<file path="config.mk">
export PLATFORM = sky130hd
export DESIGN_NAME = load_store_unit
export DESIGN_NICKNAME = d
export VERILOG_FILES = /design/src/rtl/load_store_unit.sv
export SDC_FILE = /design/constraint.sdc
export NUM_CORES = 1
export LEC_CHECK = 0
export ABC_AREA = 1
export BUFFER_PORTS_ARGS = -buffer_cell sky130_fd_sc_hd__buf_2
export CELL_PAD_IN_SITES_DETAIL_PLACEMENT = 0
export CELL_PAD_IN_SITES_GLOBAL_PLACEMENT = 2
export CORE_UTILIZATION = 32
export CTS_BUF_LIST = sky130_fd_sc_hd__clkbuf_4 sky130_fd_sc_hd__clkbuf_8
export CTS_CLUSTER_DIAMETER = 150
export DETAILED_ROUTE_END_ITERATION = 12
export PLACE_DENSITY = 0.91
export REMOVE_ABC_BUFFERS = 1
export SYNTH_ARGS = -nofsm -noshare
export SYNTH_HDL_FRONTEND = slang
export SYNTH_SLANG_ARGS = --single-unit
</file>
<file path="constraint.sdc">
create_clock -name clk -period 3.15 [get_ports clk]
set_input_delay 0.315 -clock clk [delete_from_list [all_inputs] [get_ports clk]]
set_output_delay 0.315 -clock clk [all_outputs]
set_load 0.05 [all_outputs]
</file>
<file path="src/rtl/load_store_unit.sv">
// Byte-wide memory load/store unit: serves byte and little-endian halfword requests one at a time.
// Optional build macro LSU_ALIGN_CHECK_EN rejects odd-address halfwords with resp_err instead of executing them.
module load_store_unit #(
  parameter int ADDR_W = 8
) (
  input  logic              clk,
  input  logic              rst,
  input  logic              req_valid,
  output logic              req_ready,
  input  logic              req_we,
  input  logic              req_half,
  input  logic [ADDR_W-1:0] req_addr,
  input  logic [15:0]       req_wdata,
  output logic              resp_valid,
  input  logic              resp_ready,
  output logic [15:0]       resp_rdata,
  output logic              resp_err,
  output logic              mem_read,
  output logic              mem_write,
  output logic [ADDR_W-1:0] mem_address,
  output logic [7:0]        mem_wdata,
  input  logic [7:0]        mem_rdata
);

  typedef enum logic [1:0] {IDLE, ACC0, ACC1, RESP} state_t;

  state_t            state_q, state_d;
  logic              we_q, we_d;
  logic              half_q, half_d;
  logic [ADDR_W-1:0] addr_q, addr_d;
  logic [15:0]       wdata_q, wdata_d;
  logic [15:0]       rdata_q, rdata_d;
  logic              err_q, err_d;
  logic              misaligned;

`ifdef LSU_ALIGN_CHECK_EN
  assign misaligned = req_half & req_addr[0];
`else
  assign misaligned = 1'b0;
`endif

  always_ff @(posedge clk or posedge rst) begin
    if (rst) begin
      state_q <= IDLE;
      we_q    <= 1'b0;
      half_q  <= 1'b0;
      addr_q  <= '0;
      wdata_q <= '0;
      rdata_q <= '0;
      err_q   <= 1'b0;
    end else begin
      state_q <= state_d;
      we_q    <= we_d;
      half_q  <= half_d;
      addr_q  <= addr_d;
      wdata_q <= wdata_d;
      rdata_q <= rdata_d;
      err_q   <= err_d;
    end
  end

  always_comb begin
    state_d     = state_q;
    we_d        = we_q;
    half_d      = half_q;
    addr_d      = addr_q;
    wdata_d     = wdata_q;
    rdata_d     = rdata_q;
    err_d       = err_q;
    req_ready   = 1'b0;
    resp_valid  = 1'b0;
    resp_rdata  = '0;
    resp_err    = 1'b0;
    mem_read    = 1'b0;
    mem_write   = 1'b0;
    mem_address = '0;
    mem_wdata   = '0;
    case (state_q)
      IDLE: begin
        req_ready = 1'b1;
        if (req_valid) begin
          we_d    = req_we;
          half_d  = req_half;
          addr_d  = req_addr;
          wdata_d = req_wdata;
          rdata_d = '0;
          err_d   = misaligned;
          state_d = misaligned ? RESP : ACC0;
        end
      end
      ACC0: begin
        mem_address = addr_q;
        if (we_q) begin
          mem_write = 1'b1;
          mem_wdata = wdata_q[7:0];
        end else begin
          mem_read      = 1'b1;
          rdata_d[7:0]  = mem_rdata;
        end
        state_d = half_q ? ACC1 : RESP;
      end
      ACC1: begin
        // Upper byte lives at the next address; the adder wraps at the top of memory.
        mem_address = addr_q + ADDR_W'(1);
        if (we_q) begin
          mem_write = 1'b1;
          mem_wdata = wdata_q[15:8];
        end else begin
          mem_read      = 1'b1;
          rdata_d[15:8] = mem_rdata;
        end
        state_d = RESP;
      end
      RESP: begin
        resp_valid = 1'b1;
        resp_rdata = rdata_q;
        resp_err   = err_q;
        if (resp_ready) state_d = IDLE;
      end
      default: state_d = IDLE;
    endcase
  end

endmodule

</file>
==> impl_metrics.py <==
metrics = {
    "critical_path": {
        "critPathLaunchType": "flop",
        "crit_fanout": 10,
        "worstSetupPathType": "flop to primary output",
        "required_ps": 2830,
        "crit_buf_inv": 4,
        "worst_path_most_repeated_cell": "inv_1",
        "critical_path.slowest_cell": "dfrtp_1",
        "crit_path_end_kind": "primary output",
        "cp_cell_sequence": "inv_1, ha_1, buf_4, nand2_4, o22ai_1, inv_1, nor2_1, buf_2",
        "arrival_ps": 2270,
        "cp_top_family": "buffers and inverters",
        "cpPeakStageDelay_ps": 440,
    },
    "routing": {
        "via_per_inst": 4.32,
        "wirelength_um": 5600,
        "vias": 2063,
        "initialDrtViolationCount": 97,
        "wl_per_cell_um": 11.7,
        "drt_first_pass_iters": 4,
        "ant_nets": 0,
        "drc_errors": 0,
    },
    "logic_synthesis": {
        "syn_area_per_cell_um2": 7.90,
        "ys_ff_latch": 44,
        "syn_area_um2": 2460,
        "yosysSeqAreaShare_pct": 44.8,
        "synth_top_cell_area_share_pct": 44.8,
        "synth_area_leader_cell": "dfrtp_1",
        "synth_cell_type_count": 23,
        "synthCells": 311,
        "synthTopCellsByArea": "dfrtp_1 45%, nand2_1 11%, inv_1 8.6%",
        "ys_warn_count": 0,
    },
    "cts": {
        "cts_buffers": 5,
        "clock_latency_ps": 300,
        "postCtsResizedCells": 0,
        "cts_hold_buf": 0,
        "path_clk_slew_ps": 90,
        "cts_tree": "done",
        "cts_htree_levels": 2,
        "clockBufferDepth": 2,
        "cts_num_sinks": 44,
        "postCtsSetupRepairBufs": 0,
        "root_buffer": "clkbuf_8",
    },
    "pwr": {
        "p_total_mw": 3.54,
        "combPwrFrac_pct": 59.6,
        "vdd_drop_max_mv": 0.766,
        "sw_frac_of_total_pct": 53.8,
        "clkPwrFrac_pct": 12.7,
        "switching_power_mw": 1.90,
        "p_int_mw": 1.64,
        "pwr-share-seq_pct": 27.7,
        "leakagePower_nw": 1.70,
        "p_per_area_nw_per_um2": 1200,
    },
    "sta": {
        "drv_slew": 0,
        "min_period_ps": 2580,
        "slew_headroom_pct": 37.1,
        "rsz0062_at_grt": "false",
        "fmax_ghz": 0.387,
        "timing.setup.tns_ps": 0,
        "worst_slew_pin_slew_ps": 942,
        "fin_crit_sh_pct": 81.9,
        "hold_viol_final": 0,
        "setup_viol": 0,
        "skew_ps": 5.24,
    },
    "cells_and_area": {
        "diodes": 0,
        "drive_gt1_share_pct": 27.5,
        "synthToLayoutAreaGrowth_pct": 20.1,
        "layout.cells.non_filler": 477,
        "fin_util_pct": 40.2,
        "nets": 421,
    },
    "die": {
        "core_um2": 7330,
        "die-width_um": 89.6,
        "die_area_um2": 8030,
        "io_pins": 75,
        "die_h_um": 89.6,
        "rows": 31,
        "start_util_pct": 33.5,
    },
    "grt": {
        "grt_pass1_wl_um": 9180,
        "grt_pass1_vias": 1910,
        "grt_max_degree": 48,
        "globalRouteTotalUtil_pct": 15.1,
        "antenna_found_initial": 0,
        "grt_overflow": 0,
    },
    "min_path": {
        "hold_class": "primary input to asynchronous set/reset pin",
    },
    "outcome": {
        "status": "complete, no violations",
    },
    "placement": {
        "dp.final_hpwl_um": 4030,
        "io_buffer_count": 73,
        "dp.cells": 469,
        "gp_congestion": 0.753,
    },
    "run": {
        "drv_cap": 0,
    },
}
==> stage by stage <==
step | setup WS, ps | hold slack, ps | area, µm²
detailed placement | 889 | 473 | 2840
global placement | 919 | 465 | 2840
CTS | 541 | 241 | 2950
floorplan | 581 | 453 | 2330
global route | 389 | 241 | 2950
finish | 569 | 227 | 2950
==> cell usage in the layout, fill, tap and decap left out, drive strengths merged <==
master,synthesis,routed
a21oi,29,29
buf,12,75
bufinv,0,1
clkbuf,4,5
clkinvlp,0,1
conb,1,1
dfrtp,44,44
ha,6,6
inv,56,57
mux2,5,5
nand2,78,78
nand3,4,4
nor2,36,36
o211ai,3,3
o21ai,26,26
o22ai,7,7
==> final cells by class <==
| type | count | area (µm²) |
|---|---|---|
| inverters | 56 | 210 |
| multi-input cells | 195 | 1020 |
| flip-flops and latches | 44 | 1100 |
| clock buffers | 5 | 68.8 |
| fillers | 803 | 4380 |
| repair buffers | 75 | 380 |
| well taps | 99 | 124 |
| clock inverters | 3 | 46.3 |
==> power by group through the flow <==
| stage | clock network, mW | registers, mW | logic, mW |
|---|---|---|---|
| 2_1_floorplan | 0 | 0.948 | 1.67 |
| 3_3_place_gp | 0 | 0.981 | 2.11 |
| 3_5_place_dp | 0 | 0.993 | 2.14 |
| 4_1_cts | 0.462 | 0.982 | 2.14 |
| 5_1_grt | 0.488 | 1.02 | 2.34 |
| 6_report | 0.448 | 0.981 | 2.11 |
==> metal layers <==
layer	wire length, µm	global-route usage (%)
met5	0	0
met4	52	3.61
met1	2810	21.1
met3	288	3.47
met2	2450	23.8
==> final timing paths <==
check / startpoint / end / slack (ps) / depth (start not counted)
worst max register to register: state_q[0]$_DFFE_PP0P_ / addr_q[1]$_DFFE_PP0P_ / 990 / 4
worst min-delay path: rst / rdata_q[8]$_DFFE_PP0P_ / 230 / 2
worst min register to register: rdata_q[15]$_DFFE_PP0P_ / rdata_q[15]$_DFFE_PP0P_ / 490 / 2
min in group clk: req_addr[1] / addr_q[1]$_DFFE_PP0P_ / 240 / 2
worst max-delay path: state_q[1]$_DFFE_PP0P_ / mem_wdata[5] / 570 / 8
max in group asynchronous: rst / half_q$_DFFE_PP0P_ / 2350 / 2
==> registers in the layout, indices dropped and copies added (netlist names) <==
signal	flops
rdata_q	16
wdata_q	16
addr_q	8
state_q	2
half_q	1
we_q	1
==> cells in the mapped netlist <==
| library cell | n |
|---|---|
| o21ai_2 | 4 |
| buf_4 | 2 |
| dfrtp_1 | 44 |
| o21ai_1 | 5 |
| inv_1 | 56 |
| buf_8 | 2 |
| buf_6 | 4 |
| nand2_1 | 70 |
| ha_1 | 6 |
| o22ai_1 | 7 |
| mux2_4 | 5 |
| nand2_2 | 6 |
| o211ai_1 | 1 |
| o211ai_4 | 2 |
| a21oi_1 | 28 |
| nor2_1 | 36 |
| nand2_4 | 2 |
| nand3_1 | 4 |
| conb_1 | 1 |
| clkbuf_1 | 4 |
| buf_2 | 4 |
| o21ai_0 | 17 |
| a21oi_2 | 1 |
==> logic make-up after synthesis <==
kind of cell / count (synthesis) / synth area share (%)
compound gates: 65 / 15.8
simple gates: 118 / 19.5
flops: 44 / 44.8
other cells: 1 / 0.153
buf+inv: 72 / 13.7
fa+ha+maj: 6 / 3.06
mux: 5 / 3.06
(Power assumes the default switching activity.)
